==> config.mk <==
export PLATFORM = sky130hd
export DESIGN_NAME = t_count_ctrl
export DESIGN_NICKNAME = d
export VERILOG_FILES = /design/src/rtl/t_count_ctrl.sv
export SDC_FILE = /design/constraint.sdc
export NUM_CORES = 1
export LEC_CHECK = 0
export BUFFER_PORTS_ARGS = -buffer_cell sky130_fd_sc_hd__buf_2
export CAP_MARGIN = 20
export CORE_UTILIZATION = 51
export DETAILED_ROUTE_END_ITERATION = 10
export GPL_TIMING_DRIVEN = 0
export PLACE_DENSITY = 0.78
export SETUP_SLACK_MARGIN = 0.3
export SYNTH_ARGS = -nofsm -noshare
export SYNTH_HDL_FRONTEND = slang
export SYNTH_SLANG_ARGS = --single-unit
==> constraint.sdc <==
create_clock -name clk -period 2.26 [get_ports clk]
set_clock_uncertainty 0.05 [all_clocks]
set_input_delay 0.452 -clock clk [delete_from_list [all_inputs] [get_ports clk]]
set_output_delay 0.452 -clock clk [all_outputs]
set_load 0.03 [all_outputs]
==> src/rtl/t_count_ctrl.sv <==
// Sequencer driving a WIDTH-bit toggle flip-flop bank as an up/down counter
// with one-shot or wrap termination, pause/resume and abort.
module t_count_ctrl #(
  parameter int WIDTH = 4
) (
  input  logic             clk,
  input  logic             rst,
  input  logic             start,
  input  logic             stop,
  input  logic             dir,
  input  logic             wrap,
  input  logic [WIDTH-1:0] limit,
  output logic [WIDTH-1:0] Q,
  output logic [WIDTH-1:0] Qn,
  output logic [WIDTH-1:0] T_out,
  output logic             busy,
  output logic             done,
  output logic             tc
);

  typedef enum logic [1:0] {
    S_IDLE,
    S_RUN,
    S_PAUSE,
    S_DONE
  } state_t;

  state_t           state_q, state_d;
  logic [WIDTH-1:0] q_q, q_d;
  logic [WIDTH-1:0] limit_q, limit_d;
  logic             dir_q, dir_d;
  logic             wrap_q, wrap_d;

  logic [WIDTH-1:0] start_val, end_val, step_t, load_val;
  logic             load, carry;

  assign start_val = dir_q ? limit_q : '0;
  assign end_val   = dir_q ? '0 : limit_q;
  assign load_val  = dir ? limit : '0;

  // Ripple toggle enables: bit i toggles when all lower bits are 1 (up) or 0 (down).
  // NOTE: blocking assignments here are intentional; carry is a combinational
  // temporary that must see the value from the previous loop iteration.
  always_comb begin
    step_t = '0;
    carry  = 1'b1;
    for (int i = 0; i < WIDTH; i++) begin
      step_t[i] = carry;
      carry     = carry & (dir_q ? ~q_q[i] : q_q[i]);
    end
  end

  assign tc = (state_q == S_RUN) && (q_q == end_val);

  // NOTE: every signal gets a default before the case so no path leaves it
  // unassigned, which would otherwise infer a latch.
  always_comb begin
    state_d = state_q;
    dir_d   = dir_q;
    wrap_d  = wrap_q;
    limit_d = limit_q;
    T_out   = '0;
    load    = 1'b0;

    unique case (state_q)
      S_IDLE, S_DONE: begin
        if (start && !stop) begin
          load    = 1'b1;
          dir_d   = dir;
          wrap_d  = wrap;
          limit_d = limit;
          state_d = S_RUN;
        end else if (state_q == S_DONE) begin
          state_d = S_IDLE;
        end
      end
      S_RUN: begin
        if (stop) begin
          state_d = S_PAUSE;
        end else if (tc) begin
          if (wrap_q) T_out = q_q ^ start_val;
          else        state_d = S_DONE;
        end else begin
          T_out = step_t;
        end
      end
      S_PAUSE: begin
        if (stop)       state_d = S_IDLE;
        else if (start) state_d = S_RUN;
      end
      default: state_d = S_IDLE;
    endcase

    // The bank only ever toggles, except for the start-value load.
    q_d = load ? load_val : (q_q ^ T_out);
  end

  // NOTE: non-blocking assignments so all registers update from the same
  // pre-edge values regardless of statement order.
  always_ff @(posedge clk) begin
    if (rst) begin
      state_q <= S_IDLE;
      q_q     <= '0;
      dir_q   <= 1'b0;
      wrap_q  <= 1'b0;
      limit_q <= '0;
    end else begin
      state_q <= state_d;
      q_q     <= q_d;
      dir_q   <= dir_d;
      wrap_q  <= wrap_d;
      limit_q <= limit_d;
    end
  end

  assign Q    = q_q;
  assign Qn   = ~q_q;
  assign busy = (state_q == S_RUN) || (state_q == S_PAUSE);
  assign done = (state_q == S_DONE);

endmodule

After elaboration in Yosys (flattened, before gate mapping)
Index checks and enable logic that the tools add are counted.
{"block": "word_totals", "regBits": 12, "latchBits": 0, "mem_bits_rw": 0, "mem_bits_ro": 0, "word_cells": 50, "n_memories": 0}
{"block": "op_classes", "n_addsub": 0, "mul": 0, "div": 0, "order_cmp": 0, "eq_ne": 8, "n_shift": 0, "mux": 21, "bitwise": 8, "n_reduce_logical": 8}
{"op": "$mux 4", "n": 8}
{"op": "$mux 2", "n": 7}
{"op": "$ne 3x3->1 const B", "n": 4}
{"op": "$xor 4x4->4", "n": 2}
{"op": "$pmux 2 s3", "n": 1}
{"op": "$mux 1", "n": 5}
{"op": "$eq 2x2->1 const B", "n": 2}
{"op": "$eq 4x4->1", "n": 1}
{"op": "$not 4->4", "n": 1}
{"op": "$reduce_and 4->1", "n": 1}
{"op": "$not 1->1", "n": 3}
{"op": "$and 1x1->1", "n": 2}
{"op": "$eq 2x1->1 const B", "n": 1}
{"op": "$logic_and 1x1->1", "n": 2}
{"op": "$logic_not 2->1", "n": 1}
{"op": "$reduce_and 2->1", "n": 1}
{"op": "$reduce_or 2->1", "n": 1}
{"op": "$logic_not 1->1", "n": 1}
{"op": "$logic_or 1x1->1", "n": 1}

Longest topological paths before layout
Gate-level depths: netlist of run 1.
{"block": "logic_depth", "depth_word": 9, "mapped_depth": 7}

Worst setup path before layout of run 1
OpenSTA, ideal clock, no wires.
{"block": "synth_path", "path_type": "flip-flop to output port", "start": "register q_q[0], in the netlist Q[0]", "end": "output port T_out[1]", "arrival_ns": 2.428, "required_ns": 1.758, "slack_ns": -0.670, "path_stages_with_launch": 6, "cell_sequence": "dfxtp_1 buf_2 inv_1 o211ai_1 nor3_1 o22ai_1"}
{"block": "synth_between", "elab_chain_len": 5, "elab_cells_between_ends": 7}
{"element": "start: declaration", "line_no": "29", "text": "logic [WIDTH-1:0] q_q, q_d;"}
{"element": "start signal: assignment", "line_no": "109", "text": "q_q <= q_d;"}
{"element": "$eq 4x4->1", "line_no": "53", "text": "assign tc = (state_q == S_RUN) && (q_q == end_val);"}
{"element": "$logic_and 1x1->1", "line_no": "53"}
{"element": "net tc", "line_no": "18", "text": "output logic tc"}
{"element": "$mux 4", "line_no": "80", "text": "end else if (tc) begin"}
{"element": "$mux 4", "line_no": "78", "text": "if (stop) begin"}
{"element": "$mux 4", "line_no": "65", "text": "unique case (state_q)"}
{"element": "end: declaration", "line_no": "15", "text": "output logic [WIDTH-1:0] T_out,"}
The timed path passes the listed nets, and every way through them passes these cells.

Final worst setup path of run 1
{"block": "layout_path", "start": "register q_q[1], in the netlist Q[1]", "end": "output port T_out[3]"}
{"block": "layout_between", "elab_chain_len": 7, "elab_cells_between_ends": 9}
{"element": "$not 1->1", "line_no": "49", "text": "carry = carry & (dir_q ? ~q_q[i] : q_q[i]);"}
{"element": "$mux 1", "line_no": "49"}
{"element": "$and 1x1->1 (2 in a row)", "line_no": "49"}
{"element": "$mux 4 *", "line_no": "80"}
{"element": "$mux 4 *", "line_no": "78"}
{"element": "$mux 4 *", "line_no": "65"}
Mark *: on every way between the ends. The rest lies on a longest branch, timed or not.

==> reports/results.ini, run 1 <==
[global_routing]
grt_pass1_wl_um=5500
grt.total_usage_pct=37.7
grt_max_degree=11
antenna_found_initial=0
grt_pass1_vias=1164
grt.overflow.total=0

[sta]
slew_headroom_pct=54.9
tightest_slew_ns=0.659
tns_ns=-0.683
layout_min_cycle_time_ns=2.49
rsz0062_at_grt=yes
finalMaxSlewViolations=0
max_freq_mhz=401
finalSetupViolations=5
fin_crit_sh_pct=110
setup_slack_ns=-0.234
hold_viol=0

[synth]
ys_types=44
synth_largest_area_cell=dfxtp_1
synth_area_um2=953
synth_ff_type=dfxtp_1
synth_edf_count=0
seq_area_frac_synth_pct=25.2
synth_most_common_cell=nand2_1
synth.top_cells.by_area=dfxtp_1 (25%), nand2_1 (8.7%), a21oi_1 (6.3%)
syn_avg_cell_area_um2=7.39
synthTopCellsByCount=nand2_1 (22), a21oi_1 (12), dfxtp_1 (12)
post-synth-top-area-fraction_pct=25.2
ys_warn_count=0
ys_ff_latch=12
async_flop_share_pct=0
synth_nets=142
netlist_instances=129

[setup_path]
crit_fanout=6
cpLargestDelayFamily=simple AND/OR/NAND/NOR gates
worst_path_max_delay_cell=or4b_1
arrival_ns=1.99
endpoint_kind=output port
path_cells=buf_4, or4b_1, a21oi_1, o31ai_2, nand2_4, buf_6
crit_buf_inv=2
max_stage_delay_ns=0.53
required_ns=1.76
start_kind=flop
worst-setup-path-type=reg2out

[cts]
cts_root_buffer=clkbuf_4
cts_tree=yes
numCtsBuffers=3
cts_buffer_depth=2
numClockSinks=12
clk_pin_slew_ns=0.07
clkLatencyLatePin_ns=0.27
htree_levels=1

[routing]
drc=0
via_count=1367
routed_wl_um=4320
routedWlPerCell_um=21.1
ant_nets=0
detail_route.first_pass.iterations=5
vias_per_cell=6.67
drt_iter0_drc=115

[run_status]
outcome=finished with violations
violations=setup timing

[pwr]
powerDensity_nw_per_um2=852
peakVddDrop_uv=811
p_sw_mw=0.669
internal_power_mw=0.728
netSwitchingFraction_pct=47.9
pwr-share-comb_pct=66.8
p_seq_share_pct=21.1
leakage_nw=0.636
p_clk_share_pct=12.1

[placed_design]
dpl-instance-area_um2=1200
place_inst=178
port_buffers=24
gp_congestion=0.827
dp_hpwl_um=1830

[flow_run]
max_cap_viol_count=0

[floorplanning]
coreArea_um2=1750
die_area_um2=2050
start_util_pct=54.6
die_w_um=45.2
die_h_um=45.2
io_pins=25
num_rows=15

[hold_path]
hold_class=in2reg

[final_layout]
layout-drive-gt1-share_pct=53.3
area_delta_synth_final_pct=71.9
diodes=0
final_cells=205
nets=194
fin_area_um2=1640

[per-layer routing]
layer  share of wire (%)  vias up  GRT usage (%)
met3                 9.6       43           6.80
met1                  38      627           47.3
met4                 7.1        0           21.2
met2                  45      132           60.3
li1                    -      565              -
met5                   0        -              0
[cell type report]
class | instances | area [µm²]
timing repair buffer | 47 | 329
clock buffer | 4 | 36.3
multi-input combinational | 103 | 908
buffer | 4 | 27.5
sequential | 12 | 262
fill | 56 | 106
tap | 25 | 31.3
inverter | 10 | 45.0
[power groups by stage]
stage	combinational, mW	sequential [mW]	clock [mW]
floorplan	0.401	0.296	0
global placement	0.512	0.289	0
detailed placement	0.524	0.291	0
CTS	0.741	0.288	0.170
global route	0.970	0.298	0.177
finish	0.933	0.295	0.168
[cell families (layout without fill, tap and decap cells)]
family,Yosys count,count (layout),share of synthesized area (%)
buffers and inverters,14,65,5.64
and+or+nand+nor,62,62,35.7
xor gates and xnor gates,5,5,4.59
adders and majority gates,3,3,3.94
muxes,2,2,2.23
AOI/OAI and AO/OA,31,31,22.7
DFF,12,12,25.2
[worst reg2reg max path, stage by stage (launching register included)]
cell and delay, ns:
dfxtp_1 0.35, nand2b_1 0.22, a31oi_4 0.31, buf_4 0.17
buf_6 0.10, nor3_4 0.05, buf_4 0.16, buf_6 0.11
a221oi_4 0.30, mux2_4 0.33
[flip-flops by register name (all words and copies together) (netlist names)]
| signal | flops |
|---|---|
| Q | 4 |
| dir_q | 1 |
| limit_q | 4 |
| state_q | 2 |
| wrap_q | 1 |
[timing repair]
action / 4_1_cts / 5_1_grt
cloned: 0 / 0
hold buffers: 0 / 0
setup endpoints to repair: 9 / 11
pin swaps: 12 / 8
buffers inserted: 18 / 5
resized for setup: 30 / 21
[cell usage in the layout, fill, tap and decap left out, types with 5 or more instances in the layout]
| master | n |
|---|---|
| nand2_1 | 20 |
| buf_2 | 20 |
| buf_4 | 20 |
| a21oi_1 | 9 |
| buf_6 | 8 |
| nand2b_1 | 8 |
| inv_1 | 7 |
| dfxtp_4 | 5 |
| nor2_1 | 5 |
| dfxtp_1 | 5 |
[metrics by stage]
step	hold slack, ns	power, mW	worst slack (ns)	utilization (%)
6_report	0.370	1.40	-0.234	93.9
5_1_grt	0.376	1.45	-0.271	93.9
4_1_cts	0.347	1.20	-0.137	85.9
3_5_place_dp	0.437	0.815	-0.0698	68.7
3_3_place_gp	0.430	0.800	-0.0633	68.7
2_1_floorplan	0.408	0.697	0.163	-
[path summary, 6_finish.rpt]
check / start / endpoint / slack, ns / depth (start not counted)
setup / recovery: Q[1]$_SDFF_PP0_ / T_out[3] / -0.23 / 6
hold / removal: wrap / wrap_q$_SDFFE_PP0P_ / 0.37 / 3
setup reg to reg: limit_q[2]$_SDFFE_PP0P_ / state_q[0]$_SDFFE_PP0P_ / 0.01 / 9
hold reg to reg: state_q[1]$_SDFFE_PP0P_ / state_q[1]$_SDFFE_PP0P_ / 0.45 / 2
Power figures use the tool's default switching activity.
==> inputs of run 2 (changes only) <==
Settings changed: CORE_UTILIZATION 51 to 50, PLACE_DENSITY 0.78 to 0.76, SETUP_SLACK_MARGIN 0.3 to 0.2.
==> run 2 against run 1 <==
  * The run still ends with setup timing left
  * Critical path type unchanged
  * Critical endpoint is now T_out[2]
  * Hold slack lost 0.021 ns
  * Core utilization shrank 3.3 points
  * Critical path depth is the same
  * Via count shrank 5.7%
  * Fmax grew 0.92%
  * Setup slack gained 0.023 ns
  * First-iteration DRC count shrank 2.6%
  * Design area shrank 2.4%
==> reports/results.ini, run 2 (synthesized netlist as in run 1, its figures left out) <==
[run_status]
outcome=finished with violations
violations=setup timing

[final_layout]
regArea_um2=267
fillCellCount=75
layout-drive-gt1-share_pct=52.3
multi_input_area_um2=895
nets=190
area_delta_synth_final_pct=67.7
diodes=0
fin_area_um2=1600
layout_common_cells=nand2_1 (20), buf_2 (20), buf_4 (17), a21oi_1 (10), inv_1 (8)

[routing]
drt-met1-wl_um=1540
drc=0
ant_nets=0
drt_iter0_drc=112
detail_route.first_pass.iterations=5
met3_length_um=465
routedWlPerCell_um=21.5
highest_layer=met4
routed_wl_um=4320
met2_wirelength_um=2100
via_count=1289
vias_per_cell=6.41

[sta]
setup_slack_ns=-0.211
tightest_slew_ns=0.503
finalMaxSlewViolations=0
rsz0062_at_grt=yes
finalSetupViolations=5
fin_crit_sh_pct=109
max_freq_mhz=405
layout_min_cycle_time_ns=2.47
hold_viol=0
slew_headroom_pct=66.4

[setup_path]
required_ns=1.76
crit_buf_inv=2
cpLargestDelayFamily=compound AO/OA/AOI/OAI gates
start_kind=flop
cp-startpoint=limit_q[0]$_SDFFE_PP0P_
path_cells=nor2b_4, o211ai_1, buf_4, o31ai_2, nand2_4, buf_6
crit_fanout=5
r2r-start=Q[0]$_SDFF_PP0_
max_stage_delay_ns=0.45
worst_path_max_delay_cell=dfxtp_1
worst-setup-path-type=reg2out
endpoint_kind=output port
arrival_ns=1.97

[cts]
cts_root_buffer=clkbuf_4
numClockSinks=12
clkLatencyLatePin_ns=0.28
clk_pin_slew_ns=0.08
cts_buffer_depth=2
postCtsHoldBufs=0
cts_tree=yes
numCtsBuffers=3
htree_levels=1

[placed_design]
gp_congestion=0.816
pre_cts_slack_ns=-0.109
port_buffers=24
dpl-instance-area_um2=1180
dp_hpwl_um=1790

[floorplanning]
io_pins=25
die_w_um=45.7
num_rows=15
coreArea_um2=1760
die_area_um2=2090
die_h_um=45.7
start_util_pct=54.0

[pwr]
leakage_nw=0.598
powerDensity_nw_per_um2=858
peakVddDrop_uv=907

[global_routing]
antenna_found_initial=0
grt_pass1_wl_um=4440
grt.overflow.total=0
grt.total_usage_pct=30.1
grt_max_degree=11
grt_pass1_vias=979

[hold_path]
hold_class=in2reg
holdCritStartpoint=limit[2]

[flow_run]
max_cap_viol_count=0

## run 2: cell count changes in the layout (fill, tap and decap cells not counted), sizes merged
cell	delta
inv	+1
clkinvlp	-1
buf	-3
clkbuf	-1
## run 2: where the power goes
group          internal, mW  switching (mW)
registers             0.252          0.0515
logic                 0.377           0.521
clock network        0.0981          0.0722
total                 0.727           0.644
## run 2: repair_timing
item / CTS / global route
gates resized for setup: 21 / 34
cloned: 0 / 0
setup endpoints to repair: 8 / 8
buffers inserted: 9 / 10
pin swaps: 10 / 11
## run 2: per-layer routing
| metal | vias up | GRT usage (%) |
|---|---|---|
| met5 | - | 0 |
| met4 | 0 | 13.3 |
| met1 | 576 | 37.2 |
| met3 | 33 | 4.76 |
| met2 | 114 | 50.9 |
| li1 | 566 | - |
## run 2: worst reg2reg max path, cell delays in order, from the launching register on
cell and delay [ns]:
dfxtp_4 0.36, buf_8 0.12, clkinvlp_4 0.13, o211ai_1 0.21
buf_4 0.22, nor3_4 0.08, buf_4 0.17, buf_6 0.12
a221oi_4 0.27, mux2_4 0.33
## run 2: stage by stage
stage | setup TNS [ns] | util (%) | hold slack [ns] | instances | power, mW
after global routing | -0.611 | 90.6 | 0.371 | 201 | 1.42
after detailed placement | -0.195 | 67.0 | 0.436 | 178 | 0.809
final | -0.456 | 90.6 | 0.350 | 201 | 1.37
after CTS | -0.260 | 78.0 | 0.350 | 191 | 1.09
after global placement | -0.151 | 67.0 | 0.434 | 178 | 0.789
after floorplan | 0 | - | 0.408 | 129 | 0.686
## run 2: worst paths after layout
path | slack, ns | endpoint | cells past startpoint
max | -0.21 | T_out[2] | 6
max reg2reg | 0.09 | state_q[0]$_SDFFE_PP0P_ | 9
min reg2reg | 0.45 | limit_q[1]$_SDFFE_PP0P_ | 2
min | 0.35 | Q[2]$_SDFF_PP0_ | 3
## run 2: area by class of cell
type / count / share of cell area [%]
inverters: 10 / 2.58
well taps: 25 / 1.96
clock buffers: 4 / 2.27
plain buffers: 4 / 2.11
repair buffers: 43 / 18.5
multi-input cells: 103 / 55.9
flip-flops and latches: 12 / 16.7
==> inputs of run 3 (changes only) <==
Settings changed: BUFFER_PORTS_ARGS -buffer_cell sky130_fd_sc_hd__buf_2 to unset, DONT_BUFFER_PORTS set to 1, PLACE_DENSITY 0.76 to 0.65, TNS_END_PERCENT set to 10.
==> run 3 against run 2 <==
  * The flow still finishes with violations (setup timing)
  * Design area shrank 27%
  * Via count shrank 27%
  * Cell count shrank 21%
  * First-iteration DRC count shrank 63%
  * Hold slack lost 0.12 ns
  * Core utilization shrank 24 points
  * Sequential share of layout area grew 5.2 points
  * Power shrank 28%
  * Fmax grew 1.6%
  * Clock-buffer cell count is the same
  * Global-route usage shrank 5.6 points
  * Highest routed layer unchanged
==> reports/results.ini, run 3 (synthesized netlist as in run 1, its figures left out) <==
[global_routing]
grt_pass1_vias=791
antenna_found_initial=0
grt.overflow.total=0
grt_pass1_wl_um=3590
grt_max_degree=11
grt.total_usage_pct=24.4

[routing]
detail_route.first_pass.iterations=4
routedWlPerCell_um=15.0
drt_iter0_drc=42
vias_per_cell=5.91
drc=0
via_count=940
ant_nets=0
routed_wl_um=2390

[setup_path]
arrival_ns=1.93
r2r_slack_ns=0.10
endpoint_kind=output port
worst-setup-path-type=reg2out
start_kind=flop
required_ns=1.76
crit_fanout=10

[final_layout]
layout-drive-gt1-share_pct=23.9
fillCellCount=175
multi_input_area_um2=772
layout_common_cells=nand2_1 (20), a21oi_1 (12), nand2b_1 (9), inv_1 (8), dfxtp_1 (7)
fin_util_pct=66.5
regArea_um2=256
diodes=0
layout_commonest_cell=nand2_1
nets=148
area_delta_synth_final_pct=23.0

[sta]
max_freq_mhz=411
rsz0062_at_grt=yes
hold_viol=0
finalMaxSlewViolations=0
slew_headroom_pct=59.5
layout_min_cycle_time_ns=2.43
setup_slack_ns=-0.172
tightest_slew_ns=0.606
fin_crit_sh_pct=108
finalSetupViolations=4

[placed_design]
dp_hpwl_um=1740
port_buffers=0
pre_cts_slack_ns=-0.117
gp_congestion=0.807

[cts]
cts_root_buffer=clkbuf_4
postCtsHoldBufs=0
cts_tree=yes
clkLatencyLatePin_ns=0.28
numClockSinks=12
numCtsBuffers=3
cts_buffer_depth=2
clk_pin_slew_ns=0.08
htree_levels=1

[pwr]
peakVddDrop_uv=632
powerDensity_nw_per_um2=840
leakage_nw=0.374

[floorplanning]
coreArea_um2=1760
die_area_um2=2090
die_w_um=45.7
die_h_um=45.7
io_pins=25
start_util_pct=54.0
num_rows=15

[run_status]
violations=setup timing
outcome=finished with violations

[hold_path]
hold_class=in2reg

[flow_run]
max_cap_viol_count=0

## run 3: worst max-delay path: stages (launching register included)
cell and delay [ns]:
dfxtp_4 0.39, buf_8 0.15, clkinvlp_4 0.17, o211ai_1 0.12, buf_4 0.17, nor3_4 0.45, o22ai_4 0.20
## run 3: where the power goes
group          switching (mW)  internal (mW)
Combinational           0.328          0.174
Clock                  0.0775         0.0980
Sequential             0.0604          0.248
## run 3: final timing paths
check,from,to,cells after the start
max,Q[0]$_SDFF_PP0_,T_out[1],6
min,limit[3],Q[3]$_SDFF_PP0_,2
max reg2reg,Q[2]$_SDFF_PP0_,state_q[0]$_SDFFE_PP0P_,5
min reg2reg,limit_q[1]$_SDFFE_PP0P_,limit_q[1]$_SDFFE_PP0P_,2
## run 3: stage by stage
| stage | area, µm² | instances | TNS (ns) | power (mW) | hold slack, ns |
|---|---|---|---|---|---|
| floorplan | 1030 | 129 | 0 | 0.685 | 0.408 |
| global placement | 1060 | 154 | -0.178 | 0.748 | 0.431 |
| detailed placement | 1060 | 154 | -0.275 | 0.763 | 0.435 |
| CTS | 1170 | 159 | -0.562 | 0.982 | 0.231 |
| global route | 1170 | 159 | -0.909 | 1.04 | 0.238 |
| finish | 1170 | 159 | -0.558 | 0.985 | 0.234 |
## run 3: repair_timing
action / 4_1_cts / 5_1_grt
buffers inserted: 1 / 0
pin swaps: 3 / 1
endpoints found under the setup margin: 11 / 10
gates resized for setup: 14 / 2
## run 3: final cells by class
cell class	count	area share (%)
flip-flops and latches	12	21.9
multi-input cells	103	65.8
repair buffers	1	0.640
well taps	25	2.67
clock buffers	4	3.09
plain buffers	4	2.35
inverters	10	3.52
## run 3: per-layer routing
layer,vias to the layer above,GRT usage [%],part of all wire (%),wire length [µm]
met1,421,33.2,46,1090
met2,38,38.6,46,1090
met4,0,10.3,0.42,10
met5,-,0,0,0
li1,479,-,-,-
met3,2,3.17,8.1,194
